**config.mk**
```make
export PLATFORM = sky130hd
export DESIGN_NAME = id_ex_stage
export DESIGN_NICKNAME = d
export VERILOG_FILES = /design/src/rtl/id_ex_stage_pkg.sv /design/src/rtl/id_ex_stage_alu_ctrl_dec.sv /design/src/rtl/id_ex_stage.sv
export SDC_FILE = /design/constraint.sdc
export NUM_CORES = 1
export LEC_CHECK = 0
export CORE_ASPECT_RATIO = 0.7
export CORE_MARGIN = 8
export CORE_UTILIZATION = 47
export CTS_BUF_LIST = sky130_fd_sc_hd__clkbuf_4
export DETAILED_ROUTE_END_ITERATION = 8
export PLACE_DENSITY = 0.91
export SETUP_SLACK_MARGIN = 0.02
export SYNTH_ARGS = -nofsm -noshare
export SYNTH_HDL_FRONTEND = slang
export SYNTH_SLANG_ARGS = --single-unit
```
**constraint.sdc**
```tcl
create_clock -name clk -period 2.7 [get_ports clk]
set_input_delay 0.405 -clock clk [delete_from_list [all_inputs] [get_ports clk]]
set_output_delay 0.405 -clock clk [all_outputs]
set_load 0.05 [all_outputs]
```
**src/rtl/id_ex_stage_pkg.sv**
```systemverilog
// id_ex_stage_pkg: ALU op codes, ALUOp classes and funct3 values shared by the ID/EX stage and the ALU-control decoder
package id_ex_stage_pkg;
  localparam logic [3:0] ALU_ADD = 4'b0010;
  localparam logic [3:0] ALU_SUB = 4'b0110;
  localparam logic [3:0] ALU_AND = 4'b0000;
  localparam logic [3:0] ALU_OR  = 4'b0001;
  localparam logic [3:0] ALU_NOP = 4'b1111;
  localparam logic [1:0] ALUOP_MEM   = 2'b00;
  localparam logic [1:0] ALUOP_BR    = 2'b01;
  localparam logic [1:0] ALUOP_ARITH = 2'b10;
  localparam logic [2:0] F3_ADD = 3'b000;
  localparam logic [2:0] F3_AND = 3'b111;
  localparam logic [2:0] F3_OR  = 3'b110;
endpackage

```
**src/rtl/id_ex_stage_alu_ctrl_dec.sv**
```systemverilog
// alu_ctrl_dec: combinational ALU-control decode
//   i_alu_op (2), i_funct3 (3), i_funct7b5, i_is_rtype -> o_alu_ctrl (4)
module alu_ctrl_dec
  import id_ex_stage_pkg::*;
(
  input  logic [1:0] i_alu_op,
  input  logic [2:0] i_funct3,
  input  logic       i_funct7b5,
  input  logic       i_is_rtype,
  output logic [3:0] o_alu_ctrl
);
  logic [3:0] w_arith;
  // funct7b5 only selects sub for R-type; addi has imm[10] in that bit
  assign w_arith = (i_funct3 == F3_ADD) ? ((i_is_rtype && i_funct7b5) ? ALU_SUB : ALU_ADD) :
                   (i_funct3 == F3_AND) ? ALU_AND :
                   (i_funct3 == F3_OR)  ? ALU_OR  : ALU_NOP;
  assign o_alu_ctrl = (i_alu_op == ALUOP_MEM)   ? ALU_ADD :
                      (i_alu_op == ALUOP_BR)    ? ALU_SUB :
                      (i_alu_op == ALUOP_ARITH) ? w_arith : ALU_NOP;
endmodule

```
**src/rtl/id_ex_stage.sv**
```systemverilog
// id_ex_stage: ID/EX pipeline register with ALU-control decode, load-use detection and bubble counter
//   in : clk, rst_n, id_* decoded fields/control, stall_i (hold), flush_i (bubble)
//   out: ex_* latched fields/control, alu_a_o/alu_b_o/alu_ctrl_o, load_use_o, bubble_cnt_o
module id_ex_stage
  import id_ex_stage_pkg::*;
#(
  parameter int XLEN  = 32,
  parameter int RADDR = 5,
  parameter int CNT_W = 32
) (
  input  logic             clk,
  input  logic             rst_n,
  input  logic             id_valid_i,
  input  logic [XLEN-1:0]  id_pc_i,
  input  logic [XLEN-1:0]  id_rs1_data_i,
  input  logic [XLEN-1:0]  id_rs2_data_i,
  input  logic [XLEN-1:0]  id_imm_i,
  input  logic [RADDR-1:0] id_rs1_i,
  input  logic [RADDR-1:0] id_rs2_i,
  input  logic [RADDR-1:0] id_rd_i,
  input  logic [2:0]       id_funct3_i,
  input  logic             id_funct7b5_i,
  input  logic [1:0]       id_alu_op_i,
  input  logic             id_alu_src_i,
  input  logic             id_is_rtype_i,
  input  logic             id_uses_rs2_i,
  input  logic             id_mem_read_i,
  input  logic             id_mem_write_i,
  input  logic             id_reg_write_i,
  input  logic             id_mem_to_reg_i,
  input  logic             id_branch_i,
  input  logic             stall_i,
  input  logic             flush_i,
  output logic             ex_valid_o,
  output logic [XLEN-1:0]  ex_pc_o,
  output logic [XLEN-1:0]  alu_a_o,
  output logic [XLEN-1:0]  alu_b_o,
  output logic [3:0]       alu_ctrl_o,
  output logic [XLEN-1:0]  ex_rs2_data_o,
  output logic [RADDR-1:0] ex_rd_o,
  output logic             ex_mem_read_o,
  output logic             ex_mem_write_o,
  output logic             ex_reg_write_o,
  output logic             ex_mem_to_reg_o,
  output logic             ex_branch_o,
  output logic             load_use_o,
  output logic [CNT_W-1:0] bubble_cnt_o
);
  logic [3:0]       w_alu_ctrl;
  logic             r_valid;
  logic [XLEN-1:0]  r_pc, r_a, r_b, r_rs2_data;
  logic [3:0]       r_alu_ctrl;
  logic [RADDR-1:0] r_rd;
  logic [4:0]       r_ctl;
  logic [CNT_W-1:0] r_bubble_cnt;

  alu_ctrl_dec u_dec (
    .i_alu_op   (id_alu_op_i),
    .i_funct3   (id_funct3_i),
    .i_funct7b5 (id_funct7b5_i),
    .i_is_rtype (id_is_rtype_i),
    .o_alu_ctrl (w_alu_ctrl)
  );

  always_ff @(posedge clk or negedge rst_n) begin
    if (!rst_n) begin
      r_valid      <= 1'b0;
      r_pc         <= '0;
      r_a          <= '0;
      r_b          <= '0;
      r_rs2_data   <= '0;
      r_alu_ctrl   <= '0;
      r_rd         <= '0;
      r_ctl        <= '0;
      r_bubble_cnt <= '0;
    end else if (flush_i) begin
      r_valid      <= 1'b0;
      r_pc         <= '0;
      r_a          <= '0;
      r_b          <= '0;
      r_rs2_data   <= '0;
      r_alu_ctrl   <= '0;
      r_rd         <= '0;
      r_ctl        <= '0;
      r_bubble_cnt <= r_bubble_cnt + CNT_W'(1);
    end else if (!stall_i) begin
      r_valid      <= id_valid_i;
      r_pc         <= id_pc_i;
      r_a          <= id_rs1_data_i;
      r_b          <= id_alu_src_i ? id_imm_i : id_rs2_data_i;
      r_rs2_data   <= id_rs2_data_i;
      r_alu_ctrl   <= w_alu_ctrl;
      r_rd         <= id_rd_i;
      r_ctl        <= {id_mem_read_i, id_mem_write_i, id_reg_write_i, id_mem_to_reg_i, id_branch_i};
    end
  end

  assign ex_valid_o      = r_valid;
  assign ex_pc_o         = r_pc;
  assign alu_a_o         = r_a;
  assign alu_b_o         = r_b;
  assign alu_ctrl_o      = r_alu_ctrl;
  assign ex_rs2_data_o   = r_rs2_data;
  assign ex_rd_o         = r_rd;
  assign {ex_mem_read_o, ex_mem_write_o, ex_reg_write_o, ex_mem_to_reg_o, ex_branch_o} = r_ctl;
  assign bubble_cnt_o    = r_bubble_cnt;
  // x0 is never a real dependency, so a load into x0 raises no hazard
  assign load_use_o = r_valid && r_ctl[4] && (r_rd != '0) && id_valid_i &&
                      ((r_rd == id_rs1_i) || ((r_rd == id_rs2_i) && id_uses_rs2_i));
endmodule

```
=== Word-level counts from Yosys, hierarchy flattened ===
Cells that the tools add are included.

* Logic and storage cells: 51
* Output and inout port bits: 176
* Bits in registers: 175
* Bits of input ports: 162

* Equal/unequal tests: 7
* Add/sub/neg operators: 1
* Muxes and demuxes: 24
* Reductions and logical operators: 10

{| class="wikitable"
|+ Operators by type and width
! operator !! number
|-
| 2-to-1 mux 32 bit || 9
|-
| adder 32 x 1 -> 32 bit (second input constant) || 1
|-
| 2-to-1 mux 4 bit || 8
|-
| 2-to-1 mux 5 bit || 4
|-
| equality test 5 bit || 2
|-
| equality test 3 bit (second input constant) || 2
|-
| logical AND 1 bit || 6
|-
| nonzero test 5 bit || 1
|-
| zero test 3 bit || 1
|-
| 2-to-1 mux 3 bit || 1
|-
| equality test 2 x 1 -> 1 bit (second input constant) || 1
|-
| equality test 2 bit (second input constant) || 1
|-
| zero test 2 bit || 1
|-
| 2-to-1 mux 1 bit || 2
|-
| != test 2 x 1 -> 1 bit (second input constant) || 1
|-
| logical OR 1 bit || 1
|}

=== Longest topological paths before layout ===
* Depth after elaboration: 9
* Mapped depth: 6
* Depth with buffers taken out: 5

=== Cells and area by module ===
From an unflattened synthesis, not the netlist that was laid out.

* Cells, all modules: 676
* Area, all modules: 7621.1 µm²

{| class="wikitable"
|+ Modules (own cells, without submodules)
! module !! cells an instance !! instances !! area an instance (µm²)
|-
| id_ex_stage || 668 || 1 || 7547.2
|-
| alu_ctrl_dec || 8 || 1 || 73.8
|}

=== Worst setup path after synthesis ===
No wires, ideal clock.

* Path type: reg-to-output
* Start: register r_rd[1] (netlist: ex_rd_o[1])
* End: output load_use_o
* Data arrival time: 1985 ps
* Cell stages (with the launch flop): 5
* Path slack: 310 ps
* Cells stage by stage: dfrtp_1 -> xor2_1 -> nor4_1 -> nand3_1 -> a21oi_1

* Word-level cells in the longest chain between the ends: 4
* Elaborated cells between the ends (all ways): 8
* Those cells by class: eq/ne (2); reduce/logical (6)

{| class="wikitable"
|+ RTL lines
! what !! line !! text
|-
| from (decl) || id_ex_stage.sv:53 || <nowiki>logic [RADDR-1:0] r_rd;</nowiki>
|-
| from (signal assigned) || id_ex_stage.sv:93 || <nowiki>r_rd <= id_rd_i;</nowiki>
|-
| equality test 5 bit / nonzero test 5 bit (equally long branches) || id_ex_stage.sv:109, id_ex_stage.sv:108 ||
|-
| logical AND 1 bit, on equally long branches || id_ex_stage.sv:109, id_ex_stage.sv:108 ||
|-
| logical OR 1 bit / logical AND 1 bit (equally long branches) || id_ex_stage.sv:109, id_ex_stage.sv:108 ||
|-
| logical AND 1 bit (*) || id_ex_stage.sv:108 || <nowiki>assign load_use_o = r_valid && r_ctl[4] && (r_rd != '0) && id_valid_i &&</nowiki>
|-
| to (decl) || id_ex_stage.sv:46 || <nowiki>output logic load_use_o,</nowiki>
|}

Every way passes the cells marked *; elsewhere a longest branch is shown, timed or not.

=== Worst setup path after layout ===
* Start: register r_rd[3] (netlist: ex_rd_o[3])
* End: output load_use_o

Same word-level chain as after synthesis.

==> flow_summary.yaml <==
status:
  status: "finished, final reports clean"
cts:
  cts_tree: "done"
  cts_htree_levels: 4
  cts-root-buf: "clkbuf_4"
  numClockSinks: 175
  insertion_delay_ns: 0.55
  clk_pin_slew_ns: 0.16
  cts_resized: 0
  clock_path_buffers: 2
  numCtsBuffers: 17
  cts_setup_buffers: 0
  hold_buffers: 1
job:
  drv_cap: 0
pwr:
  ir_drop_uv: 491.3
  finalPower_mw: 6.136
  power.density_nw_per_um2: 534.1
  leakagePower_nw: 5.317
synthesis:
  ys_types: 33
  yosysWarnings: 0
  synth-seq-area-share: 0.5735
  synthFlopType: "dfrtp_1"
  avgSynthCellArea_um2: 11.15
  yosys.cell_count.top_type: "nor2_1"
  async_flop_share: 1.000
  synthTopCellsByCount: "176 x nor2_1, 175 x dfrtp_1, 139 x mux2i_1, 37 x a21oi_1, 24 x xnor2_1"
  synth_area_leaders: "dfrtp_1 57%, mux2i_1 18%, nor2_1 8.7%"
  synth_enable_flop_cells: 0
  yosys.area.top_type: "dfrtp_1"
  synth.cell_area_um2: 7636
  synth_fp_nets: 848
  netlist_instances: 685
  netlist.area_leader.share: 0.5735
  ys_ff_latch: 175
setup_path:
  reg2reg_to: "bubble_cnt_o[27]"
  rrSetupSlack_ns: 1.01
  ff2ff_path_depth: 4
  endpoint: "load_use_o"
  regToRegStartpoint: "bubble_cnt_o[8]"
  critical_path_required_ns: 2.30
  cp_max_fo: 5
  cp.arrival_ns: 2.10
  crit_type: "register to output port"
  worstSetupStartpointType: "register"
  end_kind: "output port"
  cp-startpoint: "ex_rd_o[3]"
layout:
  seq_area_um2: 4379
  fin_util: 0.7135
  n_fill_cell: 1172
  multi_input_area_um2: 3059
  drive_above_1_share: 0.05397
  nets: 1169
  syn2layout_area_growth_pct: 50.47
route:
  ant_nets: 0
  drt-wirelength-per-cell_um: 19.55
  drt_iter0_drc: 526
  dr_total_vias: 6333
  drc: 0
  totalWireLength_um: 23950
  routed_via_density: 5.170
  dr.pass1.iters: 5
floorplanning:
  die_area_um2: 20650
  rows: 39
  initial_core_util: 0.4742
  io-pin-count: 338
  core_area_um2: 16100
  die_y_um: 122.6
  die_w_um: 168.4
sta:
  setup_tns_ns: 0
  fin_crit_ns: 2.502
  fin_skew_ns: 0.02437
  slew_headroom: 0.4379
  rsz0062_at_grt: "no"
  tightest_slew_ns: 0.8431
  finalHoldViolations: 0
  setup_viol: 0
  fin_crit_sh: 0.9268
  drv_slew: 0
  max_freq_mhz: 399.6
  setup_ws_ns: 0.1976
global_routing:
  antenna_found_initial: 1
  grtUsageMet3: 0.07134
  grt_pass1_vias: 6649
  grt_pass1_wl_um: 36930
  grt_use_total: 0.2291
  met2_usage: 0.3960
  busiest_layer: "met2"
  grt-ovfl-total: 0
  grt_max_degree: 83
  grt_util_met1: 0.2658
placement:
  gp_congestion: 0.8050
  hpwl_um: 18030
  pre_cts_ws_ns: 0.4433
  port_buffers: 337
hold_path:
  hp-class: "input pin to asynchronous set/reset pin"
-- placed cells by master (no fill, tap or decap), types with 2 or more instances in the layout --
master             n
nand3_1           14
and4_1             4
and3_1             8
nor2b_1            2
nand2_1           14
dfrtp_1          175
mux2i_1          139
clkbuf_4          18
inv_6              3
clkinv_2           3
xor2_1            16
buf_12             6
nand4_1            9
nor2_1           176
clkinvlp_4         3
clkdlybuf4s50_1  332
and4_4             2
a21oi_1           37
xnor2_1           24
nor3_1             5
or3b_2             2
buf_4              5
clkinv_4           3
-- through the flow --
stage | std cells | instance area, um^2 | hold slack (ns)
6_report | 1225 | 11490 | 0.3454
2_1_floorplan | 685 | 7636 | 0.1094
3_5_place_dp | 1191 | 11210 | 0.3896
3_3_place_gp | 1191 | 11210 | 0.3919
5_1_grt | 1225 | 11490 | 0.3423
4_1_cts | 1224 | 11490 | 0.3052
-- state kept, by name (all words and copies together) (netlist names) --
name	cells
r_ctl	5
alu_a_o	32
alu_b_o	32
alu_ctrl_o	4
ex_valid_o	1
ex_pc_o	32
ex_rs2_data_o	32
ex_rd_o	5
bubble_cnt_o	32
-- logic make-up (layout without fill, tap and decap cells) --
group                      count (synthesis)  count (layout)  share of synthesized area
AOI/OAI and AO/OA                         40              40                    0.02753
muxes                                    140             140                     0.1837
xor gates and xnor gates                  41              41                    0.04801
buffers and inverters                     45             379                    0.02589
other                                      0               1                          0
and+or+nand+nor                          243             243                     0.1398
DFF                                      175             175                     0.5735
adders and majority gates                  1               1                   0.001638
-- layout make-up --
class                           instances  area share
Tap cell                              205     0.02232
Clock buffer                           18     0.01176
Timing Repair Buffer                  347      0.3064
Clock inverter                         14     0.01187
Antenna cell                            1   0.0002178
Multi-Input combinational cell        465      0.2663
Sequential cell                       175      0.3811
-- worst min path at each step --
stage | startpoint | endpoint | slack (ns) | cells past startpoint
floorplan | rst_n | alu_a_o[0] | 0.11 | 0
global placement | rst_n | ex_rs2_data_o[14] | 0.39 | 1
detailed placement | rst_n | ex_rs2_data_o[14] | 0.39 | 1
CTS | rst_n | ex_rs2_data_o[14] | 0.31 | 2
global route | flush_i | bubble_cnt_o[4] | 0.34 | 4
finish | rst_n | ex_rs2_data_o[18] | 0.35 | 2
-- metal layers --
layer	vias to the layer above	share of wire
li1	2960	-
met1	3096	0.40
met4	0	0.026
met2	239	0.50
met3	38	0.077
met5	-	0
-- critical path, stage by stage (launching register included) --
cell and delay [ns]:
dfrtp_1 0.48, xor2_1 0.20, nor4_1 0.32, nand3_1 0.11
a21oi_1 0.26, buf_12 0.18
-- report_power, final --
part	switching (mW)	internal, mW
registers	0.139	2.79
clock network	0.961	0.482
logic	1.06	0.699
Note: power is estimated with default switching activity, not from simulation.
==> edit 1 (same settings) <==
`CNT_W`: 32 -> 64.
--- a/src/rtl/id_ex_stage.sv
+++ b/src/rtl/id_ex_stage.sv
@@ -8,3 +8,3 @@
   parameter int RADDR = 5,
-  parameter int CNT_W = 32
+  parameter int CNT_W = 64
 ) (
Interface: changed (resized bubble_cnt_o); port bits go from 338 to 370. The function was not compared with the original's and may differ.
==> edit 1 against the original RTL <==
Maximum frequency is 0.27% lower; worst setup slack worse by 0.0068 ns; wire length is 38% higher; sequential power is 17% higher; total power is 25% higher; sequential cell count is 32 higher; largest power group unchanged; worst hold slack worse by 0.20 ns; die area is 19% higher; cell count is 25% higher; cell area is 21% higher; synthesized area is 21% higher; non-clock buffer count is 38 higher; largest cell class unchanged.
==> edit 1: results (changes against the original RTL) <==
Synth top cells by count - dfrtp_1, nor2_1, mux2i_1
H-tree depth - 2 (-2)
Via/cell ratio - 5.29 (+2.3%)
Clock buffer count from CTS - 52 (+35)
Worst-skew pair later-pin latency - 0.63 ns (+0.08 ns)
Fill count - 1,387 (+18%)
Post-place setup slack - 0.454 ns (+0.0106 ns)
Worst Slack Setup Final - 0.191 ns (-0.00676 ns)
Post-CTS setup buffers - 0 (unchanged)
Clock slew at reported path FFs - 0.07 ns (-0.09 ns)
Global-route wire length before repair - 50,000 um (+35%)
Leak - 6.44 nW (+21%)
Clock skew - 0.0368 ns (+0.0125 ns)
HP Class - in -> reg
Initial DRC count - 714 (+36%)
Worst VDD drop - 396 uV (-19%)
Worst r2r src - bubble_cnt_o[3]
Ranking of synthesized cells by area - dfrtp_1, mux2i_1, nor2_1
Final net count - 1,403 (+20%)
Tot GR Track Use - 26.2% (+3.3 points)
Slew HR - 56.5% (+13 points)
Detail Placement HPWL - 25,100 um (+39%)
Outcome - complete, no violations
Largest net degree at the start of global routing - 136 (+64%)
R2R cell count - 6 (+2)
Worst R2R Setup Slack - 0.43 ns (-0.58 ns)
Internal Pwr Total - 5.19 mW (+31%)
Max Buffers Root-to-Sink - 3 (+1)
GPL Wtd Cong - 0.913 (+13%)
Wire length per cell - 21.5 um (+10%)
Post-DP Area - 13,300 um2 (+19%)
Drt pass-1 iters - 4 (-1)
edit 1: cell types whose count changed in the layout (fill, tap and decap cells not counted), sizes merged, moves of 12 or more:
cell           delta
clkbuf           +55
clkdlybuf4s50    +32
dfrtp            +32
nand2            +12
nand3            +19
nand4            +14
nor2             +28
xnor2            +15
xor2             +17
edit 1: per-layer routing:
layer,GRT usage [%],vias to the layer above,part of all wire (%)
li1,-,3693,-
met1,32.3,3966,40
met2,43.3,376,48
met3,7.86,83,9.0
met4,8.98,0,3.2
met5,0.840,-,0
edit 1: what timing repair did:
| item | 4_1_cts | 5_1_grt |
|---|---|---|
| gates resized for setup | 0 | 2 |
| hold buffers | 1 | 0 |
| endpoints found under the hold margin | 64 | 0 |
| endpoints found under the setup margin | 0 | 1 |
edit 1: critical path, stage by stage (launching register included):
cell       delay (ns)
dfrtp_1          0.45
or4_1            0.57
o2111ai_2        0.22
a21oi_2          0.08
buf_12           0.15
edit 1: worst paths after layout:
kind,end
worst max-delay path,load_use_o
worst min-delay path,bubble_cnt_o[0]
worst max register to register,bubble_cnt_o[60]
worst min register to register,bubble_cnt_o[63]
max in group asynchronous,alu_a_o[15]
min in group asynchronous,ex_pc_o[30]
edit 1: logic make-up (layout without fill, tap and decap cells):
logic type               after synthesis  after routing  synth area share, %
AO/OA/AOI/OAI                         41             41                 2.32
XOR/XNOR                              73             73                 6.90
adder cells (fa/ha/maj)                1              1                0.135
buffers and inverters                 53            470                 2.43
flip-flops                           207            207                 55.9
multiplexers                         140            140                 15.1
other                                  0              1                    0
AND/OR/NAND/NOR                      332            332                 17.2
edit 1: power by group through the flow:
stage / registers [mW] / logic (mW) / clock network, mW
after floorplan: 4.06 / 0.404 / 0
after global placement: 3.46 / 1.82 / 0
after detailed placement: 3.48 / 1.83 / 0
after CTS: 3.42 / 1.85 / 2.48
after global routing: 3.45 / 1.93 / 2.65
final: 3.43 / 1.84 / 2.41
edit 1: per-stage QoR:
step	std cells	utilization (%)	hold slack, ns
final	1535	70.9	0.143
after global routing	1535	70.9	0.0967
after CTS	1534	70.8	0.0873
after detailed placement	1455	67.9	0.467
after global placement	1455	67.9	0.457
after floorplan	847	-	0.109
edit 1: area by class of cell:
class                      instances  area, um2  area share (%)
antenna                            1       2.50          0.0180
clock inverter                     6       23.8           0.171
timing repair buffer             385       3900            28.1
multi-input combinational        587       3870            27.9
tap                              270        338            2.43
clock buffer                      72        541            3.89
inverter                           7       26.3           0.189
sequential                       207       5180            37.3
==> edit 2 (same flow settings) <==
Made on the original files. Put one more register stage on the output `bubble_cnt_o`, with the module's reset. The value now appears one clock later. The other outputs are not delayed to match.
--- a/src/rtl/id_ex_stage.sv
+++ b/src/rtl/id_ex_stage.sv
@@ -105,3 +105,9 @@
   assign {ex_mem_read_o, ex_mem_write_o, ex_reg_write_o, ex_mem_to_reg_o, ex_branch_o} = r_ctl;
-  assign bubble_cnt_o    = r_bubble_cnt;
+  always_ff @(posedge clk or negedge rst_n) begin
+    if (!rst_n) begin
+      bubble_cnt_o <= '0;
+    end else begin
+      bubble_cnt_o <= r_bubble_cnt;
+    end
+  end
   // x0 is never a real dependency, so a load into x0 raises no hazard
Formal check against the unedited RTL: not equivalent (Yosys sat finds a counterexample within 4 cycles, from zero or initial values and one cycle with rst_n low).
==> edit 2 against the original RTL <==
Clock skew up 0.016 ns; first-iteration DRC count down 4.2%; critical path type unchanged; highest routed layer unchanged; sequential cell count up 32; wire length up 6.7%; synthesized area up 11%; cell count up 10%; via count up 8.0%; largest power group unchanged; cell area up 11%; total power up 27%; worst setup slack worse by 0.018 ns.
==> edit 2: results (changes against the original RTL) <==
Multi-input logic cell count - 469 (+0.86%)
Outcome - complete, no violations
Crit path max-delay family - flip-flops
Detail Placement HPWL - 18,600 um (+3.3%)
Worst path arrival time - 2.12 ns (+0.02 ns)
Clk tree area frac - 4.67% (+2.3 points)
Post-place setup slack - 0.451 ns (+0.00789 ns)
HP Class - in -> reg
Clock slew at reported path FFs - 0.07 ns (-0.09 ns)
Tot GR Track Use - 22.0% (-0.93 points)
Largest net degree at the start of global routing - 89 (+7.2%)
Synth top cells by count - dfrtp_1, nor2_1, mux2i_1
Fin cells - 1,351 (+10%)
Final wirelength - 25,600 um (+6.7%)
N_diodes - 2 (+1)
Via count - 6,837 (+8.0%)
Initial DRC count - 504 (-4.2%)
Switch share - 31.8% (-3.5 points)
Inverter count - 6 (+6)
P_clk - 2.49 mW (+73%)
Post-CTS setup buffers - 0 (unchanged)
Syn Area/Cell - 11.7 um2 (+4.7%)
Synth cell types - 30 (-9.1%)
Worst-skew pair later-pin latency - 0.66 ns (+0.11 ns)
P_sw - 2.47 mW (+14%)
GPL Wtd Cong - 0.822 (+2.1%)
Dpl cells - 1,268 (+6.5%)
Non-CTS buffers - 351 (+1.2%)
Fill count - 1,195 (+2.0%)
Clock skew - 0.0401 ns (+0.0157 ns)
Global-route wire length before repair - 39,300 um (+6.5%)
YS warnings - 0 (unchanged)
Port Buffer Count - 337 (unchanged)
Flop and latch count out of synthesis - 207 (+18%)
Ranking of synthesized cells by area - dfrtp_1, mux2i_1, nor2_1
Number of global-route vias before repair - 7,322 (+10%)
Multi-input gate area - 3070 um2 (+0.33%)
Max Buffers Root-to-Sink - 3 (+1)
Final net count - 1,247 (+6.7%)
Sequential cell area share - 40.7% (+2.6 points)
Leak - 5.98 nW (+13%)
Clock buffer count from CTS - 49 (+32)
Die W - 176 um (+4.8%)
H-tree depth - 2 (-2)
Sequential share of the synthesized area - 61.2% (+3.9 points)
Worst r2r src - r_bubble_cnt[0]
Sequential power - 3.48 mW (+19%)
Synthesis-to-layout area growth - 50.3% (about the same)
Largest stage delay, worst path - 0.45 ns (-0.03 ns)
Layout clock buffers - 69 (+51)
Post-DP Area - 12,100 um2 (+8.1%)
Layout non-clock buf frac - 27.9% (-2.7 points)
Worst VDD drop - 517 uV (+5.3%)
Initial antenna violation count - 2 (+1)
Slew @ Worst Pin - 0.777 ns (-0.0665 ns)
Share of post-route cells with drive strength above 1 - 8.81% (+3.4 points)
Syn Nets - 888 (+4.7%)
R2R cell count - 5 (+1)
[edit 2: changes by cell type after synthesis, moves of 5 or more]
cell	change
xnor2_1	-8
nor3_1	+9
and3_1	-5
buf_2	-8
dfrtp_1	+32
xor2_1	+9
inv_1	+6
[edit 2: cells by family after synthesis]
kind of cell / synth area share, %
muxes: 16.6
and+or+nand+nor: 12.8
DFF: 61.2
AOI/OAI and AO/OA: 2.48
xor gates and xnor gates: 4.24
adders and majority gates: 0.148
buffers and inverters: 2.51
[edit 2: layer usage]
metal	GRT usage, %	wire length [um]	vias to the layer above
met3	9.15	2740	51
met4	8.43	570	0
met1	24.8	9890	3318
met2	36.8	12300	279
met5	0	0	-
li1	-	-	3189
[edit 2: final timing paths]
check	end	slack (ns)
max in group asynchronous	alu_b_o[0]	1.61
worst max-delay path	load_use_o	0.18
min in group asynchronous	alu_a_o[10]	0.34
worst min register to register	bubble_cnt_o[17]	0.39
worst max register to register	r_bubble_cnt[22]	0.64
worst min-delay path	r_bubble_cnt[4]	0.30
